==> src/rtl/cla_seq_adder_ctrl_pkg.sv <==
// Shared constants for the nibble-serial adder sequencer: FSM encoding and slice width.
package cla_seq_adder_ctrl_pkg;

  localparam int SLICE_W = 4;

  typedef enum logic [1:0] {
    ST_IDLE = 2'd0,
    ST_RUN  = 2'd1,
    ST_DONE = 2'd2
  } state_t;

endpackage

==> src/rtl/cla_seq_adder_ctrl_cla.sv <==
// 4-bit carry-lookahead adder slice, shared across all nibble passes.
module cla_adder (
  input  logic [3:0] a,
  input  logic [3:0] b,
  input  logic       cin,
  output logic [3:0] sum,
  output logic       carry
);

  logic [3:0] g;
  logic [3:0] p;
  logic [4:0] c;

  assign g = a & b;
  assign p = a ^ b;

  // Flat lookahead terms so no carry ripples through the slice.
  assign c[0] = cin;
  assign c[1] = g[0] | (p[0] & cin);
  assign c[2] = g[1] | (p[1] & g[0]) | (p[1] & p[0] & cin);
  assign c[3] = g[2] | (p[2] & g[1]) | (p[2] & p[1] & g[0]) | (p[2] & p[1] & p[0] & cin);
  assign c[4] = g[3] | (p[3] & g[2]) | (p[3] & p[2] & g[1]) | (p[3] & p[2] & p[1] & g[0])
              | (p[3] & p[2] & p[1] & p[0] & cin);

  assign sum   = p ^ c[3:0];
  assign carry = c[4];

endmodule

==> src/rtl/cla_seq_adder_ctrl.sv <==
// Sequencer that time-multiplexes one 4-bit CLA slice to add/subtract WIDTH-bit
// operands, LSB nibble first, with the carry held between passes.
//
// state   | meaning
// IDLE    | waiting for an operation, in_ready=1
// RUN     | one nibble per clock through the shared slice
// DONE    | result held until out_ready
module cla_seq_adder_ctrl
  import cla_seq_adder_ctrl_pkg::*;
#(
  parameter int WIDTH = 16
) (
  input  logic             clk,
  input  logic             rst_n,
  input  logic             in_valid,
  output logic             in_ready,
  input  logic [WIDTH-1:0] a,
  input  logic [WIDTH-1:0] b,
  input  logic             cin,
  input  logic             sub,
  output logic             out_valid,
  input  logic             out_ready,
  output logic [WIDTH-1:0] sum,
  output logic             cout,
  output logic             ovf
);

  localparam int NSLICE = WIDTH / SLICE_W;
  localparam int CNT_W  = $clog2(NSLICE);
  localparam logic [CNT_W-1:0] CNT_LAST = CNT_W'(NSLICE - 1);

  state_t             state;
  state_t             state_next;
  logic [CNT_W-1:0]   cnt;
  logic [WIDTH-1:0]   a_sr;
  logic [WIDTH-1:0]   b_sr;
  logic [WIDTH-1:0]   sum_sr;
  logic               carry;
  logic               a_msb;
  logic               b_msb;
  logic [SLICE_W-1:0] slice_sum;
  logic               slice_carry;
  logic               accept;

  cla_adder u_slice (
    .a     (a_sr[SLICE_W-1:0]),
    .b     (b_sr[SLICE_W-1:0]),
    .cin   (carry),
    .sum   (slice_sum),
    .carry (slice_carry)
  );

  assign accept = in_valid && in_ready;

  always_ff @(posedge clk or negedge rst_n) begin
    if (!rst_n) state <= ST_IDLE;
    else        state <= state_next;
  end

  always_comb begin
    state_next = state;
    case (state)
      ST_IDLE: if (accept) state_next = ST_RUN;
      ST_RUN:  if (cnt == CNT_LAST) state_next = ST_DONE;
      ST_DONE: if (out_ready) state_next = ST_IDLE;
      default: state_next = ST_IDLE;
    endcase
  end

  always_comb begin
    in_ready  = (state == ST_IDLE);
    out_valid = (state == ST_DONE);
  end

  always_ff @(posedge clk or negedge rst_n) begin
    if (!rst_n) begin
      cnt    <= '0;
      a_sr   <= '0;
      b_sr   <= '0;
      sum_sr <= '0;
      carry  <= 1'b0;
      a_msb  <= 1'b0;
      b_msb  <= 1'b0;
    end else if (state == ST_IDLE) begin
      if (accept) begin
        // Subtraction folds into addition: a + ~b + 1.
        a_sr  <= a;
        b_sr  <= sub ? ~b : b;
        carry <= sub ? 1'b1 : cin;
        a_msb <= a[WIDTH-1];
        b_msb <= sub ? ~b[WIDTH-1] : b[WIDTH-1];
        cnt   <= '0;
      end
    end else if (state == ST_RUN) begin
      a_sr   <= a_sr >> SLICE_W;
      b_sr   <= b_sr >> SLICE_W;
      sum_sr <= {slice_sum, sum_sr[WIDTH-1:SLICE_W]};
      carry  <= slice_carry;
      cnt    <= cnt + 1'b1;
    end
  end

  assign sum  = sum_sr;
  assign cout = carry;
  assign ovf  = (a_msb == b_msb) && (sum_sr[WIDTH-1] != a_msb);

endmodule
==> config.mk <==
export PLATFORM = sky130hd
export DESIGN_NAME = cla_seq_adder_ctrl
export DESIGN_NICKNAME = d
export VERILOG_FILES = /design/src/rtl/cla_seq_adder_ctrl_pkg.sv /design/src/rtl/cla_seq_adder_ctrl_cla.sv /design/src/rtl/cla_seq_adder_ctrl.sv
export SDC_FILE = /design/constraint.sdc
export NUM_CORES = 1
export LEC_CHECK = 0
export ABC_AREA = 1
export CAP_MARGIN = 25
export CORE_MARGIN = 2
export CORE_UTILIZATION = 55
export CTS_CLUSTER_SIZE = 12
export DETAILED_ROUTE_END_ITERATION = 8
export PLACE_DENSITY = 0.89
export SLEW_MARGIN = 20
export SYNTH_ARGS = -nofsm -noshare
export SYNTH_HDL_FRONTEND = slang
export SYNTH_SLANG_ARGS = --single-unit
==> constraint.sdc <==
create_clock -name clk -period 3.5 [get_ports clk]
set_input_delay 0.35 -clock clk [delete_from_list [all_inputs] [get_ports clk]]
set_output_delay 0.35 -clock clk [all_outputs]
set_load 0.05 [all_outputs]
* After elaboration in Yosys (flattened, before gate mapping)
Cells that the tools add are included.
Widths: inputs -> output; s select.
** Storage, ports and cells
- Register bits :: 55
- Input port bits :: 38
- Output and inout port bits :: 20
- Logic and storage cells :: 76
** Cells by class
- $add $sub $neg :: 1
- Eq/ne operators :: 8
- Multiplexer cells :: 19
- Bitwise logic cells :: 32
- Reduce and logical (&&, ||, !) cells :: 8
** Operators by type and width (number)
- $mux 16 :: 7
- $and 1x1->1 :: 16
- $not 16->16 :: 1
- $mux 2 :: 6
- $or 1x1->1 :: 10
- $xor 4x4->4 :: 2
- $pmux 2 s3 :: 1
- $reduce_and 2->1 :: 3
- $mux 1 :: 5
- $and 4x4->4 :: 1
- $eq 2x2->1 const B :: 2
- $ne 2x1->1 const B :: 2
- $reduce_and 3->1 :: 1
- $add 2x1->2 const B :: 1
- $eq 2x1->1 const B :: 1
- $logic_and 1x1->1 :: 2
- $logic_not 2->1 :: 1
- $ne 2x2->1 const B :: 1
- $not 1->1 :: 2
- $reduce_bool 2->1 :: 1
- $eq 1x1->1 :: 1
- $ne 1x1->1 :: 1

* Logic depth before layout (Yosys ltp)
Gate-level depths: netlist of the first run.
- Depth after elaboration :: 8
- Gate-level depth with buffers :: 8
- Depth with buffers taken out :: 8

* Hierarchy
A second synthesis of the first run with hierarchy kept.
** Unflattened totals
- Cells, all modules :: 398
- Area, all modules :: 2957.8 um^2
** By module, submodules not included
- cla_seq_adder_ctrl :: instances 1, cells each 367, area each 2768.9 um^2, sequential area each 1376.3 um^2
- cla_adder :: instances 1, cells each 31, area each 188.9 um^2, sequential area each 0.0 um^2

* Least setup slack after synthesis of the first run
Ideal clock, no wire load.
- Path kind :: reg2out
- Start :: register sum_sr[15], in the netlist sum[15]
- End :: output port ovf
- Arrival time :: 1.443 ns
- Data required time :: 3.150 ns
- Setup slack :: 1.707 ns
- Stages on the path, launching flop included :: 3
- Cell sequence :: dfrtp_1 -> a21oi_1 -> nor2_1
** Between the ends
- Cells in the longest elaborated chain, start to end :: 2
** Ends and longest elaborated chain
- start, declared :: line cla_seq_adder_ctrl.sv:37 : logic [WIDTH-1:0] sum_sr;
- start signal, assigned :: line cla_seq_adder_ctrl.sv:97 : sum_sr <= {slice_sum, sum_sr[WIDTH-1:SLICE_W]};
- $ne 1x1->1 :: line cla_seq_adder_ctrl.sv:105 : assign ovf = (a_msb == b_msb) && (sum_sr[WIDTH-1] != a_msb);
- $logic_and 1x1->1 :: line cla_seq_adder_ctrl.sv:105
- end, declared :: line cla_seq_adder_ctrl.sv:25 : output logic ovf
No other way between the ends.

* Final worst setup path of the first run
- Start :: register state[0]
- End :: output port in_ready
** Between the ends
- Cells in the longest elaborated chain, start to end :: 1
** Ends and longest elaborated chain
- start, declared :: line cla_seq_adder_ctrl.sv:32 : state_t state;
- start signal, assigned :: line cla_seq_adder_ctrl.sv:57 : else state <= state_next;
- $logic_not 2->1 :: line cla_seq_adder_ctrl.sv:71 : in_ready = (state == ST_IDLE);
- end, declared :: line cla_seq_adder_ctrl.sv:16 : output logic in_ready,
No other way between the ends.

==> results of run 1 <==
[per-stage QoR]
stage          std cells   util  setup WS [ps]
3_3_place_gp         413  0.688           1550
4_1_cts              421  0.706           1270
2_1_floorplan        302      -           1710
6_report             421  0.706           1290
3_5_place_dp         413  0.688           1480
5_1_grt              421  0.706           1190
[cell type report]
cell class                 count  area, µm²  area share
inverter                      42        160      0.0477
multi-input combinational    191       1080       0.321
clock buffer                   6       72.6      0.0216
sequential                    55       1380       0.410
clock inverter                 2       12.5     0.00373
timing repair buffer          58        573       0.171
tap                           67       83.8      0.0250
[logic make-up (layout without fill, tap and decap cells)]
logic type      after synthesis  count (layout)  synth area share
buf+inv                      56             108             0.101
simple gates                 82              82             0.133
flops                        55              55             0.504
fa+ha+maj                     6               6            0.0303
compound gates               86              86             0.177
xor+xnor                     17              17            0.0546
[sequential cells by signal, summed over array words and instances (netlist names)]
register and flops:
a_sr 16, b_sr 16, sum 16, cnt 2, state 2, a_msb 1
b_msb 1, cout 1
[report_power, final]
part           total, mW  internal (mW)  switching, mW
clock network      0.346          0.140          0.206
registers           1.12          0.952          0.163
logic               1.99          0.663           1.33
[worst max-delay path, delay by kind of cell (launching register included)]
kind	cells	cell delay, ps
DFF	1	470
buffers and inverters	1	840
and+or+nand+nor	1	240
[cells in the mapped netlist (all sizes together), types with 3 or more instances]
| master | number | area [µm²] |
|---|---|---|
| o21ai | 68 | 355 |
| nand2 | 66 | 279 |
| dfrtp | 55 | 1380 |
| inv | 42 | 160 |
| xor2 | 14 | 123 |
| buf | 10 | 87.6 |
| o211ai | 9 | 72.6 |
| nor2 | 8 | 37.5 |
| ha | 5 | 62.6 |
| a21oi | 4 | 20.0 |
| clkbuf | 4 | 27.5 |
| nand3 | 3 | 15.0 |
| o22ai | 3 | 18.8 |
| xnor2 | 3 | 26.3 |
[worst paths after layout]
check,endpoint,slack (ps),cells past startpoint
worst min-delay path,a_sr[7],90,1
worst min register to register,sum[1],490,2
worst max-delay path,in_ready,1290,2
max in group asynchronous,cout,2640,2
min in group clk,sum[1],490,2
worst max register to register,cout,1890,7
[per-layer routing]
metal	track usage	share of wire	routed length [µm]	vias up
met2	0.360	0.48	2640	60
met4	0.0655	0.016	87	0
met3	0.0447	0.043	233	8
met5	0	0	0	-
li1	-	-	-	1075
met1	0.286	0.46	2500	1009
[cells in the final DEF, fill, tap and decap left out, drive strengths merged, types with 2 or more instances in the layout]
cell type / netlist / layout
xnor2: 3 / 3
nand2: 66 / 66
buf: 10 / 2
a21oi: 4 / 4
nand4: 2 / 2
o22ai: 3 / 3
inv: 42 / 42
o211ai: 9 / 9
nand3: 3 / 3
clkdlybuf4s50: 0 / 56
clkbuf: 4 / 6
o21ai: 68 / 68
nor2: 8 / 8
ha: 5 / 5
dfrtp: 55 / 55
xor2: 14 / 14
==> flow_metrics.tcl, run 1 <==
set metrics [dict create \
    cell_variety_after_synth 33 \
    die_h_um 74.4 \
    vias 2152 \
    timing_limited_maximum_frequency_mhz 452 \
    synth-seq-area-share 0.504 \
    worst_setup_hold_path_clk_slew_ps 100 \
    port-buffer-count 57 \
    finalNetCount 397 \
    drt_pre_antenna_iters 4 \
    ctsLongestPathBuffers 2 \
    placeableCoreArea_um2 4750 \
    hold_buffers 0 \
    ys_async_sr_fraction 1.00 \
    area_growth_syn_to_layout_pct 23.0 \
    cp-start-kind "flip-flop" \
    power_mw 3.45 \
    max_slew_margin 0.379 \
    insertion_delay_ps 310 \
    grt_antenna_before_repair 0 \
    grt_pass1_wl_mm 9.26 \
    timing.final.setup_violations 0 \
    synth_ff_type "sky130_fd_sc_hd__dfrtp_1" \
    cts_htree_levels 2 \
    crit_chain "nor2_4, clkdlybuf4s50_1" \
    leakage_nw 1.55 \
    crit_path_top_delay_cell "sky130_fd_sc_hd__clkdlybuf4s50_1" \
    hold_slack_ps 91.5 \
    drc 0 \
    die_area_um2 5540 \
    timing.critical_path.slowest_cell_delay_ps 840 \
    overall_die_width_um 74.4 \
    setup.worst_path.end_class "output port" \
    synth_fp_nets 346 \
    dpl.hpwl_mm 3.88 \
    tritoncts.num_buffers 5 \
    grt_remaining_overflow 0 \
    post_cts_resize_count 0 \
    tritoncts_clock_tree "done" \
    totalWireLength_mm 5.46 \
    largest_net_degree_at_the_start_of_global_routing 38 \
    drt-wirelength-per-cell_um 13.0 \
    worst-path-max-fanout 4 \
    cts_root_buffer_type "sky130_fd_sc_hd__clkbuf_8" \
    crit-reg2reg-launch "state[0]" \
    detail_route.vias_per_cell 5.11 \
    synth_edf_count 0 \
    ant_nets 0 \
    setup_tns_ps 0 \
    worst_pin_slew_ps 928 \
    timing.hold.worst.class "in -> async" \
    layout.filler_cells 391 \
    ioPinCount 58 \
    outcome "complete, no violations" \
    rows 25 \
    placedInstanceArea_um2 3270 \
    final.min_clock_period_ps 2210 \
    cap_viol_max_count 0 \
    skew_ps 8.68 \
    first_iter_violations 97 \
    first_global_vias 2055 \
    final-max-slew-violation-count 0 \
    rsz0062_at_grt "no" \
    post_cts_buffers 0 \
    arrival_ps 1860 \
    ir_drop_uv 549 \
    finalInstanceArea_um2 3360 \
    layout_cell_share_with_drive_strength_beyond_1 0.0593 \
    routabilityCongestion 0.879 \
    worst_setup_path_startpoint "state[0]" \
    path_class "reg -> out" \
    postSynthRegisterBits 55 \
    critPathRequiredTime_ps 3150 \
    final_min_period_over_clock_period 0.633 \
    post_synth_inst_count 302 \
    power_per_cell_area_nw_per_um2 1030 \
    syn_area_per_cell_um2 9.04 \
    initial_utilization 0.574 \
    synthesized_cell_area_um2 2730 \
    clock_sink_count 55 \
    gr-usage-all-layers 0.216 \
    num_antenna_cells 0 \
    hold_violations 0 \
    synth_warnings 0 \
]
Note: power is estimated with default switching activity, not from simulation.
==> run 2: changes to the inputs <==
Settings changed: CORE_UTILIZATION 55 to 46, PLACE_DENSITY 0.89 to 0.8.
Clock period 3.5 ns to 1.93 ns, I/O delays scaled along.
==> run 2 against run 1 <==
  * Non-clock buffer count increased by 4
  * Wire length decreased by 3.0%
  * Global-route usage decreased by 4.0 points
  * Highest routed layer unchanged
  * Setup slack got worse by 1100 ps
  * Via count decreased by 1.4%
  * Sequential share of layout area decreased by 0.96 points
  * Critical endpoint is now sum[15]
==> flow_metrics.tcl, run 2 (synthesis gave the netlist of run 1 again) <==
set metrics [dict create \
    tritoncts.num_buffers 5 \
    gr-usage-all-layers 0.176 \
    area_taken_by_flip_flops_and_latches_um2 1380 \
    crit_path_top_delay_cell "sky130_fd_sc_hd__clkdlybuf4s50_1" \
    port-buffer-count 57 \
    skew_ps 6.35 \
    largest_net_degree_at_the_start_of_global_routing 38 \
    clock_power_share 0.122 \
    ant_nets 0 \
    grt_pass1_wl_mm 8.89 \
    cell_internal_pwr_mw 3.36 \
    power_per_cell_area_nw_per_um2 1860 \
    path_delay_family "buffers and inverters" \
    placeableCoreArea_um2 5820 \
    max_slew_margin 0.640 \
    hold_violations 0 \
    layout.filler_cells 523 \
    totalWireLength_mm 5.29 \
    ioPinCount 58 \
    post_cts_resize_count 0 \
    final.min_clock_period_ps 1770 \
    finalNetCount 401 \
    routabilityCongestion 0.845 \
    rsz0062_at_grt "no" \
    drt_pre_antenna_iters 4 \
    ir_drop_uv 1120 \
    multi_input_area_um2 1080 \
    final_common_cell "sky130_fd_sc_hd__nand2_1" \
    arrival_ps 1580 \
    grt_antenna_before_repair 0 \
    first_global_vias 1953 \
    critPathRequiredTime_ps 1740 \
    drc 0 \
    setup_tns_ps 0 \
    insertion_delay_ps 310 \
    tritoncts_clock_tree "done" \
    crit_chain "clkdlybuf4s50_1" \
    final_min_period_over_clock_period 0.917 \
    clock_sink_count 55 \
    cap_viol_max_count 0 \
    post_cts_buffers 0 \
    cts_root_buffer_type "sky130_fd_sc_hd__clkbuf_8" \
    path_class "reg -> out" \
    worst_setup_hold_path_clk_slew_ps 100 \
    net_switching_power_mw 3.02 \
    vias 2122 \
    power_mw 6.38 \
    outcome "complete, no violations" \
    worst_pin_slew_ps 539 \
    timing.final.setup_violations 0 \
    detail_route.vias_per_cell 4.90 \
    switching_share 0.473 \
    final_core_utilization 0.591 \
    cp-start-kind "flip-flop" \
    area_growth_syn_to_layout_pct 25.9 \
    timing.critical_path.slowest_cell_delay_ps 840 \
    num_antenna_cells 0 \
    layout_cell_share_with_drive_strength_beyond_1 0.0782 \
    leakage_nw 1.60 \
    critical_path_buf_inv_count 1 \
    final-max-slew-violation-count 0 \
    hold_buffers 1 \
    drt-wirelength-per-cell_um 12.2 \
    grt_remaining_overflow 0 \
    number_of_non_filler_instances_in_the_completed_layout 433 \
    comb_power_share 0.563 \
    initial_utilization 0.469 \
    power.sequential.fraction 0.315 \
    dp.cells 424 \
    timing_limited_maximum_frequency_mhz 565 \
    overall_die_width_um 81.0 \
    setup.worst_path.end_class "output port" \
    die_h_um 81.0 \
    die_area_um2 6560 \
    ctsLongestPathBuffers 2 \
    dpl.hpwl_mm 3.89 \
    timing.hold.worst.class "in -> async" \
    cts_htree_levels 2 \
    worst-path-max-fanout 4 \
    first_iter_violations 128 \
    rows 28 \
    layout.cells.most_common_list "sky130_fd_sc_hd__nand2_1, sky130_fd_sc_hd__dfrtp_1, sky130_fd_sc_hd__clkdlybuf4s50_1" \
]
==> run 2: cell count changes in the layout (fill, tap and decap cells not counted), sizes merged <==
cell	previous run	this run
buf	2	8
clkinvlp	1	0
bufinv	0	1
dlygate4sd3	0	1
clkdlybuf4s50	56	53
==> run 2: worst paths after layout <==
| check | startpoint | end | slack (ps) | cells past startpoint |
|---|---|---|---|---|
| max in group asynchronous | rst_n | b_sr[1] | 1080 | 3 |
| worst min-delay path | rst_n | a_sr[2] | 340 | 2 |
| worst min register to register | cnt[0] | cnt[0] | 480 | 1 |
| min in group clk | a[13] | a_sr[13] | 430 | 3 |
| worst max-delay path | sum[15] | sum[15] | 160 | 1 |
| worst max register to register | state[0] | cnt[1] | 390 | 5 |
==> run 2: area by class of cell <==
type                    count  share of cell area
flip-flops and latches     55               0.401
multi-input cells         191               0.314
repair buffers             62               0.178
inverters                  42              0.0466
well taps                  75              0.0273
clock buffers               6              0.0240
clock inverters             2              0.0102
==> run 2: per-stage QoR <==
step / setup slack (ps) / hold slack, ps / cell area, µm²
finish: 160 / 340 / 3440
CTS: 157 / 354 / 3440
global route: 98.1 / 390 / 3440
floorplan: 294 / -103 / 2730
detailed placement: 397 / 157 / 3310
global placement: 421 / 148 / 3310
==> run 2: power by group through the flow <==
stage	Combinational, mW	Clock (mW)	Sequential, mW
after CTS	3.63	0.795	2.01
after global placement	3.50	0	2.02
after global routing	4.02	0.851	2.07
final	3.59	0.779	2.01
after detailed placement	3.60	0	2.04
after floorplan	2.33	0	2.53
==> run 2: metal layers <==
| metal | vias to the layer above | GRT usage | part of all wire |
|---|---|---|---|
| li1 | 1086 | - | - |
| met1 | 974 | 0.248 | 0.48 |
| met2 | 56 | 0.276 | 0.46 |
| met3 | 6 | 0.0333 | 0.046 |
| met4 | 0 | 0.0559 | 0.013 |
| met5 | - | 0 | 0 |
==> patch: new RTL, settings of run 2 <==
Make the reset (`rst_n`) synchronous in 2 clocked blocks.
--- a/src/rtl/cla_seq_adder_ctrl.sv
+++ b/src/rtl/cla_seq_adder_ctrl.sv
@@ -53,5 +53,5 @@
   assign accept = in_valid && in_ready;
 
-  always_ff @(posedge clk or negedge rst_n) begin
+  always_ff @(posedge clk) begin
     if (!rst_n) state <= ST_IDLE;
     else        state <= state_next;
@@ -73,5 +73,5 @@
   end
 
-  always_ff @(posedge clk or negedge rst_n) begin
+  always_ff @(posedge clk) begin
     if (!rst_n) begin
       cnt    <= '0;
Check against the original RTL: differs if rst_n is asserted again (counterexample within 4 cycles, from zero or initial values and one cycle with rst_n low); with rst_n held inactive, the same outputs for 10 cycles.
==> patch against run 2 <==
Wire length increased by 14%; highest routed layer unchanged; cell area down 1.2%; non-clock buffer count is the same; utilization is 0.71 points lower; worst setup slack better by 3.0 ps; area after synthesis grew 0.23%; count of clock-buffer cells in the layout decreased by 1; sequential cell count stayed put; critical path depth did not move.
Power is not compared: it rests on default switching activity, and its combinational part moved more than twofold at a synthesized area within 25%.
==> patch: results (changes against run 2) <==
- Status: finished, final reports clean (unchanged)
- Vias: 2,451 (was 2,122)
- Crit path to: cout (was sum[15])
- GP Congestion: 0.8354 (was 0.8450)
- Async S/R FF share, synth: 0 (was 1.000)
- First-pass GRT wire length: 10,270 µm (was 8894 µm)
- Worst skew pair latency: 310 ps (about the same)
- Adder-cell area share of the yosys netlist: 0.03019 (was 0.03026)
- Post-DP HPWL: 4337 µm (was 3893 µm)
- Maximum vdd drop: 400.1 µV
- Initial antenna violation count: 0 (unchanged)
- Vias in the first global route: 2,286 (was 1,953)
- Cell family with most CP delay: buffers and inverters (unchanged)
- Cell leakage power: between 1.5 and 2 nW
- Sequential fraction of the synthesis area: 0.4026 (was 0.5044)
- Pre-antenna DRT Iters: 4 (unchanged)
- Largest net degree at the start of global routing: 36 (was 38)
- Syn_nets: 407 (was 346)
- Synthesized area per cell: 7.535 µm² (was 9.036 µm²)
- CTS Buf Count: 5 (unchanged)
- Slew @ Worst Pin: 513.2 ps (was 539.0 ps)
- Min-Delay Path Class: primary input to flop (was primary input to asynchronous set/reset pin)
- Synth top cells by count: nand2_1, dfxtp_1, nor2_1, o21ai_0, a21oi_1 (was nand2_1, dfrtp_1, o21ai_0, inv_1, o21ai_1)
- Initial DRC Count: 123 (was 128)
- Post-Synth XOR/XNOR Area: 0.03202 (was 0.05456)
- Total routing usage reported by global routing: 0.2006 (was 0.1760)
- Htree depth: 2 (unchanged)
- Max_cap viols: 0 (unchanged)
- Final nets: 454 (was 401)
- Top cells by area, synth: dfxtp_1, nand2_1, o21ai_0 (was dfrtp_1, nand2_1, o21ai_0)
- Post-route clock period utilization: 0.9157 (was 0.9173)
- Critical path startpoint: cout (was sum[15])
- CP Data Arrival Time: 1570 ps
- Vias per cell: 5.043 (was 4.901)
- FF-to-FF path depth: 6 (was 5)
- Pre-CTS WS: 144.2 ps (was 397.4 ps)
- Placed insts: 478 (was 424)
- Yosys synthesis warning count: 0 (unchanged)
- P_int: 1.792 mW
- Root Buffer: clkbuf_8 (unchanged)
- Clock slew at reported path FFs: 100 ps (about the same)
- Number of library cell types mapped by synthesis: 29 (was 33)
- Mux cell area share after synthesis: 0 (unchanged)
- Worst reg2reg path endpoint: b_sr[6] (was cnt[1])
- Avg WL per Cell: 12.45 µm (was 12.22 µm)
- Complex-gate fraction of the synthesized area: 0.1944 (was 0.1770)
- Worst path max stage delay: 830 ps
- Worst-path fanout max: 5 (was 4)
- Critical R2R Launch: state[1] (was state[0])
- Setup Skew: 9.554 ps (was 6.354 ps)
- Share of cells above drive strength 1: 0.1095 (was 0.07821)
- Post-DP Area: 3299 µm² (was 3308 µm²)
- Port buffer count: 57 (unchanged)
- R2r setup slk: 270 ps (was 390 ps)
- Synth Flop Type: dfxtp_1 (was dfrtp_1)
- Number of diodes: 0 (unchanged)
- Number of synthesized flops with an enable pin: 0 (unchanged)
- Worst path slowest cell: clkdlybuf4s50_1 (unchanged)
- Clk buf depth: 2 (unchanged)
## patch: changes by cell type after synthesis, moves of 15 or more
cell and delta:
a21oi_1 +16, nand3_1 +15, inv_1 -23, o21ai_1 -17
nor2_1 +35, nand2_1 +24, dfxtp_1 +55, dfrtp_1 -55
## patch: how the worst min path moves through the flow
stage / from / endpoint / slack [ps] / cells after the start
after global placement: cnt[0] / cnt[0] / 450 / 1
after detailed placement: b_sr[5] / b_sr[5] / 460 / 2
final: a[12] / a_sr[12] / 450 / 3
after CTS: a[12] / a_sr[12] / 450 / 3
after floorplan: a[12] / a_sr[12] / 350 / 2
after global routing: a[12] / a_sr[12] / 460 / 3
## patch: through the flow
| step | utilization | hold slack (ps) |
|---|---|---|
| 5_1_grt | 0.5837 | 461.5 |
| 6_report | 0.5837 | 446.4 |
| 4_1_cts | 0.5835 | 450.6 |
| 2_1_floorplan | - | 351.8 |
| 3_3_place_gp | 0.5673 | 450.8 |
| 3_5_place_dp | 0.5673 | 457.1 |
## patch: worst reg2reg max path, delay by kind of cell (launching register included)
family / cells / cell delay [ps]
buf+inv: 1 / 260
compound gates: 1 / 150
simple gates: 4 / 650
flops: 1 / 530
## patch: cell families after synthesis
group / Yosys count
flops: 55
fa+ha+maj: 6
simple gates: 164
buf+inv: 43
xor+xnor: 10
compound gates: 85
## patch: metal layers
layer / up-vias / global-route usage / wire (µm)
met5: - / 0 / 0
met1: 1114 / 0.2585 / 2768
met2: 54 / 0.3397 / 2932
met3: 9 / 0.03333 / 237
met4: 0 / 0.06949 / 114
li1: 1274 / - / -
## patch: power by group through the flow
| stage | Combinational (mW) | Sequential [mW] | Clock, mW |
|---|---|---|---|
| finish | 0.739 | 1.30 | 0.648 |
| detailed placement | 0.738 | 1.33 | 0 |
| global route | 0.820 | 1.32 | 0.694 |
| CTS | 0.742 | 1.30 | 0.655 |
| floorplan | 0.426 | 1.43 | 0 |
| global placement | 0.723 | 1.33 | 0 |
## patch: timing repair
| action | in CTS | in global routing |
|---|---|---|
| resized for setup | 0 | 1 |
| buffers inserted | 0 | 0 |
| endpoints found under the setup margin | 0 | 15 |
## patch: layout make-up
cell class | count | area (µm²)
well taps | 75 | 93.84
fillers | 562 | 2421
clock buffers | 5 | 68.82
repair buffers | 62 | 625.6
clock inverters | 3 | 25.02
multi-input cells | 265 | 1395
flip-flops and latches | 55 | 1102
inverters | 21 | 83.83
